--- src/rtl/cnn_pool_pkg.sv ---
// Shared types and default sizes for the column max-pool datapath.
package cnn_pool_pkg;
   localparam int POOL_DATA_WIDTH = 16;
   localparam int POOL_WINDOWS    = 12;
   localparam int POOL_MAP_COLS   = 12;

   typedef logic [POOL_DATA_WIDTH-1:0] column_t [POOL_WINDOWS];
endpackage

--- src/rtl/pool_col_mem.sv ---
// Column storage: one synchronous write port, one asynchronous read port.
module pool_col_mem
   import cnn_pool_pkg::*;
#(
   parameter int DATA_WIDTH = POOL_DATA_WIDTH,
   parameter int WINDOWS    = POOL_WINDOWS,
   parameter int DEPTH      = 4,
   localparam int AW        = $clog2(DEPTH)
) (
   input  logic                  clk,
   input  logic                  we,
   input  logic [AW-1:0]         waddr,
   input  logic [DATA_WIDTH-1:0] wdata [WINDOWS],
   input  logic [AW-1:0]         raddr,
   output logic [DATA_WIDTH-1:0] rdata [WINDOWS]
);
   logic [DATA_WIDTH-1:0] mem [DEPTH][WINDOWS];

   // Storage is deliberately left out of reset; the head is only meaningful with out_valid.
   always_ff @(posedge clk) begin
      if (we) mem[waddr] <= wdata;
   end

   assign rdata = mem[raddr];
endmodule

--- src/rtl/pool_column_buffer.sv ---
// Show-ahead column FIFO between the pool stage and the next layer; tags map index/last, flags drops.
module pool_column_buffer
   import cnn_pool_pkg::*;
#(
   parameter int DATA_WIDTH = POOL_DATA_WIDTH,
   parameter int WINDOWS    = POOL_WINDOWS,
   parameter int DEPTH      = 4,
   parameter int MAP_COLS   = POOL_MAP_COLS,
   localparam int AW        = $clog2(DEPTH),
   localparam int CW        = $clog2(DEPTH + 1),
   localparam int IW        = $clog2(MAP_COLS)
) (
   input  logic                  clk,
   input  logic                  rst,
   input  logic                  clear,
   input  logic                  in_valid,
   input  logic [DATA_WIDTH-1:0] in_column [WINDOWS],
   output logic                  out_valid,
   input  logic                  out_ready,
   output logic [DATA_WIDTH-1:0] out_column [WINDOWS],
   output logic [IW-1:0]         out_col_idx,
   output logic                  out_last,
   output logic [CW-1:0]         count,
   output logic                  full,
   output logic                  overflow
);
   logic [AW-1:0] wr_ptr, rd_ptr;
   logic [CW-1:0] count_nxt;
   logic          push, pop;

   assign full = (count == CW'(DEPTH));
   assign pop  = out_valid && out_ready;
   // A pop in the same cycle frees the slot, so a full buffer can still accept.
   assign push = in_valid && (!full || pop);

   always_comb begin
      count_nxt = count;
      if (push && !pop)      count_nxt = count + CW'(1);
      else if (pop && !push) count_nxt = count - CW'(1);
   end

   always_ff @(posedge clk or negedge rst) begin
      if (!rst) begin
         wr_ptr      <= '0;
         rd_ptr      <= '0;
         count       <= '0;
         out_valid   <= 1'b0;
         out_col_idx <= '0;
         overflow    <= 1'b0;
      end else if (clear) begin
         wr_ptr      <= '0;
         rd_ptr      <= '0;
         count       <= '0;
         out_valid   <= 1'b0;
         out_col_idx <= '0;
         overflow    <= 1'b0;
      end else begin
         if (push) wr_ptr <= wr_ptr + AW'(1);
         if (pop) begin
            rd_ptr      <= rd_ptr + AW'(1);
            out_col_idx <= (out_col_idx == IW'(MAP_COLS - 1)) ? '0 : out_col_idx + IW'(1);
         end
         if (in_valid && !push) overflow <= 1'b1;
         count     <= count_nxt;
         out_valid <= (count_nxt != '0);
      end
   end

   assign out_last = out_valid && (out_col_idx == IW'(MAP_COLS - 1));

   pool_col_mem #(
      .DATA_WIDTH (DATA_WIDTH),
      .WINDOWS    (WINDOWS),
      .DEPTH      (DEPTH)
   ) u_mem (
      .clk   (clk),
      .we    (push && !clear),
      .waddr (wr_ptr),
      .wdata (in_column),
      .raddr (rd_ptr),
      .rdata (out_column)
   );
endmodule

--- config.mk ---
export PLATFORM = sky130hd
export DESIGN_NAME = pool_column_buffer
export DESIGN_NICKNAME = d
export VERILOG_FILES = /design/src/rtl/cnn_pool_pkg.sv /design/src/rtl/pool_col_mem.sv /design/src/rtl/pool_column_buffer.sv
export SDC_FILE = /design/constraint.sdc
export NUM_CORES = 1
export LEC_CHECK = 0
export ABC_AREA = 1
export BUFFER_PORTS_ARGS = -buffer_cell sky130_fd_sc_hd__buf_4
export CAP_MARGIN = 5
export CORE_AREA = 5 5 287 345
export DETAILED_ROUTE_END_ITERATION = 10
export DIE_AREA = 0 0 292 350
export REMOVE_ABC_BUFFERS = 1
export SLEW_MARGIN = 0
export SYNTH_ARGS = -nofsm -noshare
export SYNTH_HDL_FRONTEND = slang
export SYNTH_HIERARCHICAL = 1
export SYNTH_SLANG_ARGS = --single-unit
--- constraint.sdc ---
create_clock -name clk -period 44 [get_ports clk]
set_input_delay 0 -clock clk [delete_from_list [all_inputs] [get_ports clk]]
set_output_delay 0 -clock clk [all_outputs]
set_load 0.02 [all_outputs]
==> results of run 1 <==
[final cells by class]
class / instances / area (um2) / share of cell area
flip-flops and latches: 781 / 23390 / 0.5577
multi-input cells: 1410 / 5931 / 0.1414
repair buffers: 619 / 5180 / 0.1235
inverters: 790 / 2988 / 0.07122
clock buffers: 100 / 2161 / 0.05151
well taps: 1260 / 1577 / 0.03758
clock inverters: 55 / 703.2 / 0.01676
diodes: 7 / 17.52 / 0.0004175
[critical path, cell delays in order (launching register included)]
cell and delay (ps):
dfrtp_4 800, clkinv_8 590, buf_4 760, buf_4 800
nand2_1 110, nand3_1 100, nand2_1 130, buf_4 180
[worst max-delay path by stage]
stage                                       end  slack (ps)  cells past startpoint
detailed placement  u_mem/mem[0][185]$_DFFE_PP_       40270                     11
finish                           out_column[91]       39780                      7
floorplan             u_mem/mem[1][0]$_DFFE_PP_       28850                      9
global route                     out_column[52]       39390                      7
CTS                              out_column[52]       39600                      7
global placement    u_mem/mem[2][102]$_DFFE_PP_       40330                     11
[power groups by stage]
stage	Clock (W)	Sequential [W]	Combinational [W]
after floorplan	0	0.000899	0.000208
after global placement	0	0.000875	0.000365
after detailed placement	0	0.000876	0.000368
after CTS	0.000748	0.000860	0.000385
after global routing	0.000780	0.000862	0.000413
final	0.000727	0.000860	0.000377
[per-stage QoR]
stage / hold WS (ps) / area [um2] / instances / util
global placement: -139.8 / 37090 / 4662 / 0.3906
floorplan: -295.6 / 32270 / 2981 / -
finish: 113.6 / 41950 / 5022 / 0.4418
global route: 77.93 / 41940 / 5019 / 0.4417
CTS: 44.78 / 41930 / 5015 / 0.4416
detailed placement: -140.6 / 37090 / 4662 / 0.3906
[routing by layer]
layer | part of all wire | vias up | global-route usage
met3 | 0.050 | 117 | 0.03021
met5 | 0.00034 | - | 0
met4 | 0.022 | 4 | 0.04483
met1 | 0.41 | 10294 | 0.1834
met2 | 0.51 | 470 | 0.2702
li1 | - | 10867 | -
[placed cells by master (no fill, tap or decap), drive strengths merged, types with 2 or more instances in the layout]
master,instances
a21oi,2
clkbuf,100
nand2,982
clkinv,30
o21ai,5
buf,421
bufinv,14
nand3,397
nor3,6
dfrtp,13
nor2,9
ha,4
edfxtp,768
xor2,2
diode,7
dlygate4sd3,198
clkinvlp,5
inv,796
[cells by family after synthesis]
kind of cell | Yosys count | synth area share
AOI/OAI and AO/OA | 8 | 0.001286
xor gates and xnor gates | 3 | 0.0007948
adders and majority gates | 4 | 0.001514
buffers and inverters | 917 | 0.1140
DFF | 781 | 0.7073
and+or+nand+nor | 1395 | 0.1752
[registers in the layout, indices dropped and copies added (netlist names)]
| signal | flops |
|---|---|
| u_mem/mem | 768 |
| out_col_idx | 4 |
| count | 3 |
| rd_ptr | 2 |
| wr_ptr | 2 |
| out_valid | 1 |
| overflow | 1 |
[repair_timing]
action                    CTS  global route
hold endpoints to repair  794             0
setup buffers               0             0
hold buffers              198             0
==> flow_metrics.env, run 1 <==
export IMPL_p_clk_frac=0.370
export IMPL_gp_congestion=0.7522
export IMPL_crit_arrival_ps=4220
export IMPL_required_ps=44000
export IMPL_synth_cell_type_count=27
export IMPL_yosysTopAreaCellShare=0.6974
export IMPL_grt_pass1_vias=21416
export IMPL_yosys_top_cells_area="edfxtp_1, nand2_1, inv_1"
export IMPL_r2r_end="u_mem/mem[0][89]$_DFFE_PP_"
export IMPL_layout_min_cycle_time_ps=4225
export IMPL_crit_path_max_fanout=154
export IMPL_postRouteAntennaNets=0
export IMPL_min_to="u_mem/mem[2][170]$_DFFE_PP_"
export IMPL_drc=0
export IMPL_cts_root_buf="clkbuf_16"
export IMPL_internal_power_w=0.001415
export IMPL_fin_crit_sh=0.09601
export IMPL_hold_class="input port to flop"
export IMPL_cts_buffer_depth=3
export IMPL_viasPerCell=4.331
export IMPL_setup_viol=0
export IMPL_die_x_um=292
export IMPL_crit_path_start="rd_ptr[0]$_DFFE_PN0P_"
export IMPL_synth_seq_cells=781
export IMPL_async_flop_share=0.01665
export IMPL_tns_ps=0
export IMPL_dr_pass1_iters=5
export IMPL_ys_warn_count=6
export IMPL_p_sw_frac=0.2795
export IMPL_synthesis_instances=3108
export IMPL_num_rows=124
export IMPL_hold_viol=0
export IMPL_area_delta_synth_final_pct=26.87
export IMPL_cp_end_kind="output pin"
export IMPL_crit_type="flop to output pin"
export IMPL_max_slew_margin=0.2017
export IMPL_p_switching_w=0.0005491
export IMPL_synth_top_flop_cell="edfxtp_1"
export IMPL_rsz0062_at_grt="no"
export IMPL_overflow=0
export IMPL_routed_wl_mm=79.62
export IMPL_io_pin_count=400
export IMPL_reg2regPathDepth=11
export IMPL_status="complete, no violations"
export IMPL_grt_pass1_wl_mm=121.3
export IMPL_finalPower_w=0.001965
export IMPL_drv_cap=0
export IMPL_grt_total_usage=0.1503
export IMPL_yosysMostFrequentCell="nand2_1"
export IMPL_syn_avg_cell_area_um2=10.64
export IMPL_worstMarginPinSlew_ps=1197
export IMPL_comb_power_share=0.192
export IMPL_dp_slack_ps=40270
export IMPL_min_path_cells=2
export IMPL_crit_path_start_kind="flop"
export IMPL_max_freq_ghz=0.2367
export IMPL_dieArea_mm2=0.1022
export IMPL_grt_max_degree=155
export IMPL_netlist_top_cells_count="nand2_1, inv_1, edfxtp_1"
export IMPL_rr_startpoint="count[0]$_DFF_PN0_"
export IMPL_htreeDepth=3
export IMPL_sequentialPowerShare=0.438
export IMPL_clk_latency_ps=630
export IMPL_fillers=8711
export IMPL_powerDensity_mw_per_mm2=46.83
export IMPL_clock_sinks=781
export IMPL_path_clk_slew_ps=60
export IMPL_synth_edf_count=768
export IMPL_synth_top_cell_by_area="edfxtp_1"
export IMPL_cts_resized_gates=0
export IMPL_start_util=0.3483
export IMPL_min_from="in_column[170]"
export IMPL_setup_ws_ps=39780
export IMPL_wl_per_cell_um=15.85
export IMPL_drtIter0Drc=1201
export IMPL_fin_nets=3886
export IMPL_core_region_area_mm2=0.09495
export IMPL_slew_violations=0
export IMPL_vias=21752
export IMPL_r2r_setup_slack_ps=40140
export IMPL_tritoncts="built"
export IMPL_yosysSeqAreaShare=0.7073
export IMPL_place_port_buffers=399
export IMPL_die_h_um=350
export IMPL_synth_area_mm2=0.03307
export IMPL_drive_gt1_frac=0.1510
export IMPL_p_leak_nw=18.92
export IMPL_ir_drop_mv=0.03660
export IMPL_fin_skew_ps=15.92
export IMPL_dp_hpwl_mm=45.06
export IMPL_antenna_found_initial=9
export IMPL_cts_buffers=83
Note: power is estimated with default switching activity, not from simulation.
==> run 2, diff against run 1 <==
==> constraint.sdc (replaced) <==
create_clock -name clk -period 3.5 [get_ports clk]
set_input_delay 0 -clock clk [delete_from_list [all_inputs] [get_ports clk]]
set_output_delay 0 -clock clk [all_outputs]
set_load 0.02 [all_outputs]
==> flow_metrics.env, run 2 (same netlist as run 1, synthesis figures left out) <==
export IMPL_area_delta_synth_final_pct=27.88
export IMPL_overflow=0
export IMPL_crit_buf_inv=3
export IMPL_crit_path_max_fanout=142
export IMPL_drive_gt1_frac=0.1555
export IMPL_cp_slowest_stage_delay_ps=530
export IMPL_reg2regPathDepth=11
export IMPL_ir_drop_mv=0.4204
export IMPL_rsz0062_at_grt="no"
export IMPL_finish_utilization=0.4453
export IMPL_regMostFlops="u_mem/mem"
export IMPL_drv_cap=0
export IMPL_die_h_um=350
export IMPL_drc=0
export IMPL_viasPerCell=4.337
export IMPL_largest_reg_flops=768
export IMPL_routed_wl_mm=81.23
export IMPL_max_freq_ghz=0.3647
export IMPL_cts_buffers=81
export IMPL_worstMarginPinSlew_ps=855.0
export IMPL_rr_startpoint="count[0]$_DFF_PN0_"
export IMPL_met2_usage=0.2655
export IMPL_clk_latency_ps=610
export IMPL_place_inst=4694
export IMPL_holdWs_ps=124.9
export IMPL_cp_end_kind="output pin"
export IMPL_crit_arrival_ps=2740
export IMPL_gp_congestion=0.7724
export IMPL_fin_crit_sh=0.7834
export IMPL_r2r_setup_slack_ps=830
export IMPL_dr_pass1_iters=5
export IMPL_num_rows=124
export IMPL_cts_buffer_depth=3
export IMPL_grt_pass1_wl_mm=125.2
export IMPL_grtUsageMet1=0.2001
export IMPL_cts_setup_buffers=0
export IMPL_crit_type="flop to output pin"
export IMPL_grt_total_usage=0.1551
export IMPL_p_clk_frac=0.352
export IMPL_cp_top_family="buffers and inverters"
export IMPL_layout_min_cycle_time_ps=2742
export IMPL_core_region_area_mm2=0.09495
export IMPL_fin_skew_ps=14.39
export IMPL_setup_viol=0
export IMPL_reg_top3="u_mem/mem x768, out_col_idx x4, count x3"
export IMPL_status="complete, no violations"
export IMPL_powerDensity_mw_per_mm2=571.8
export IMPL_cts_root_buf="clkbuf_16"
export IMPL_drtIter0Drc=1271
export IMPL_grt_max_degree=143
export IMPL_hold_class="input port to flop"
export IMPL_grt_pass1_vias=21665
export IMPL_r2r_end="u_mem/mem[0][110]$_DFFE_PP_"
export IMPL_slew_violations=0
export IMPL_required_ps=3500
export IMPL_htreeDepth=3
export IMPL_top_usage_layer="met2"
export IMPL_fin_nets=3916
export IMPL_path_cells="clkinv_8 -> buf_12 -> nand2_1 -> nand3_1 -> nand2_1 -> buf_4"
export IMPL_layout_commonest_cell="nand2_1"
export IMPL_dieArea_mm2=0.1022
export IMPL_path_clk_slew_ps=60
export IMPL_cts_resized_gates=0
export IMPL_cp_common_cell="nand2_1"
export IMPL_grt_use_met3=0.03021
export IMPL_crit_path_top_delay_cell="dfrtp_4"
export IMPL_fin_cells=5052
export IMPL_hold_viol=0
export IMPL_postRouteAntennaNets=0
export IMPL_min_path_cells=2
export IMPL_max_slew_margin=0.4300
export IMPL_place_port_buffers=399
export IMPL_cp_num_cells=6
export IMPL_dp_hpwl_mm=49.90
export IMPL_clock_sinks=781
export IMPL_crit_path_start_kind="flop"
export IMPL_mostFrequentLayoutCells="nand2_1, inv_1, edfxtp_1, buf_4, nand3_1"
export IMPL_internal_power_w=0.01739
export IMPL_min_to="u_mem/mem[3][84]$_DFFE_PP_"
export IMPL_p_sw_frac=0.2809
export IMPL_comb_power_share=0.204
export IMPL_p_leak_nw=19.08
export IMPL_p_switching_w=0.006793
export IMPL_io_pin_count=400
export IMPL_vias=21911
export IMPL_die_x_um=292
export IMPL_start_util=0.3483
export IMPL_wl_per_cell_um=16.08
export IMPL_tns_ps=0
export IMPL_min_from="in_column[84]"
export IMPL_sequentialPowerShare=0.445
export IMPL_tritoncts="built"
export IMPL_antenna_found_initial=12
[run 2: cell type report]
cell class	instances	area, um2
antenna	11	27.53
clock buffer	106	2183
inverter	790	2988
multi-input combinational	1410	5931
clock inverter	43	450.4
timing repair buffer	651	5733
sequential	781	23390
tap	1260	1577
fill	8768	52670
[run 2: how the worst max path moves through the flow]
stage | start | end | slack (ps)
after floorplan | count[0]$_DFF_PN0_ | u_mem/mem[1][0]$_DFFE_PP_ | -11650
after global placement | count[0]$_DFF_PN0_ | u_mem/mem[3][12]$_DFFE_PP_ | 790
after detailed placement | count[0]$_DFF_PN0_ | u_mem/mem[3][6]$_DFFE_PP_ | 790
after CTS | rd_ptr[0]$_DFFE_PN0P_ | out_column[151] | 690
after global routing | rd_ptr[0]$_DFFE_PN0P_ | out_column[2] | 600
final | rd_ptr[0]$_DFFE_PN0P_ | out_column[2] | 760
[run 2: layer usage]
| metal | vias to the layer above | routed length [um] |
|---|---|---|
| met5 | - | 7 |
| met4 | 2 | 2071 |
| met3 | 128 | 4341 |
| met2 | 514 | 39940 |
| met1 | 10322 | 34870 |
| li1 | 10945 | - |
[run 2: metrics by stage]
step | total power [W] | instance area (um2) | setup slack, ps
floorplan | 0.01392 | 32270 | -11650
global placement | 0.01574 | 37640 | 792.0
detailed placement | 0.01578 | 37640 | 786.3
CTS | 0.02454 | 42260 | 686.9
global route | 0.02528 | 42280 | 597.9
finish | 0.02418 | 42280 | 757.9
[run 2: what timing repair did]
action / 4_1_cts / 5_1_grt
hold buffers: 198 / 0
hold endpoints to repair: 794 / 0
setup endpoints to repair: 0 / 0
[run 2: power groups by stage]
stage / registers [W] / logic, W / clock network, W
3_3_place_gp: 0.0109 / 0.00480 / 0
4_1_cts: 0.0108 / 0.00504 / 0.00876
6_report: 0.0108 / 0.00493 / 0.00850
2_1_floorplan: 0.0113 / 0.00261 / 0
3_5_place_dp: 0.0109 / 0.00483 / 0
5_1_grt: 0.0108 / 0.00538 / 0.00912
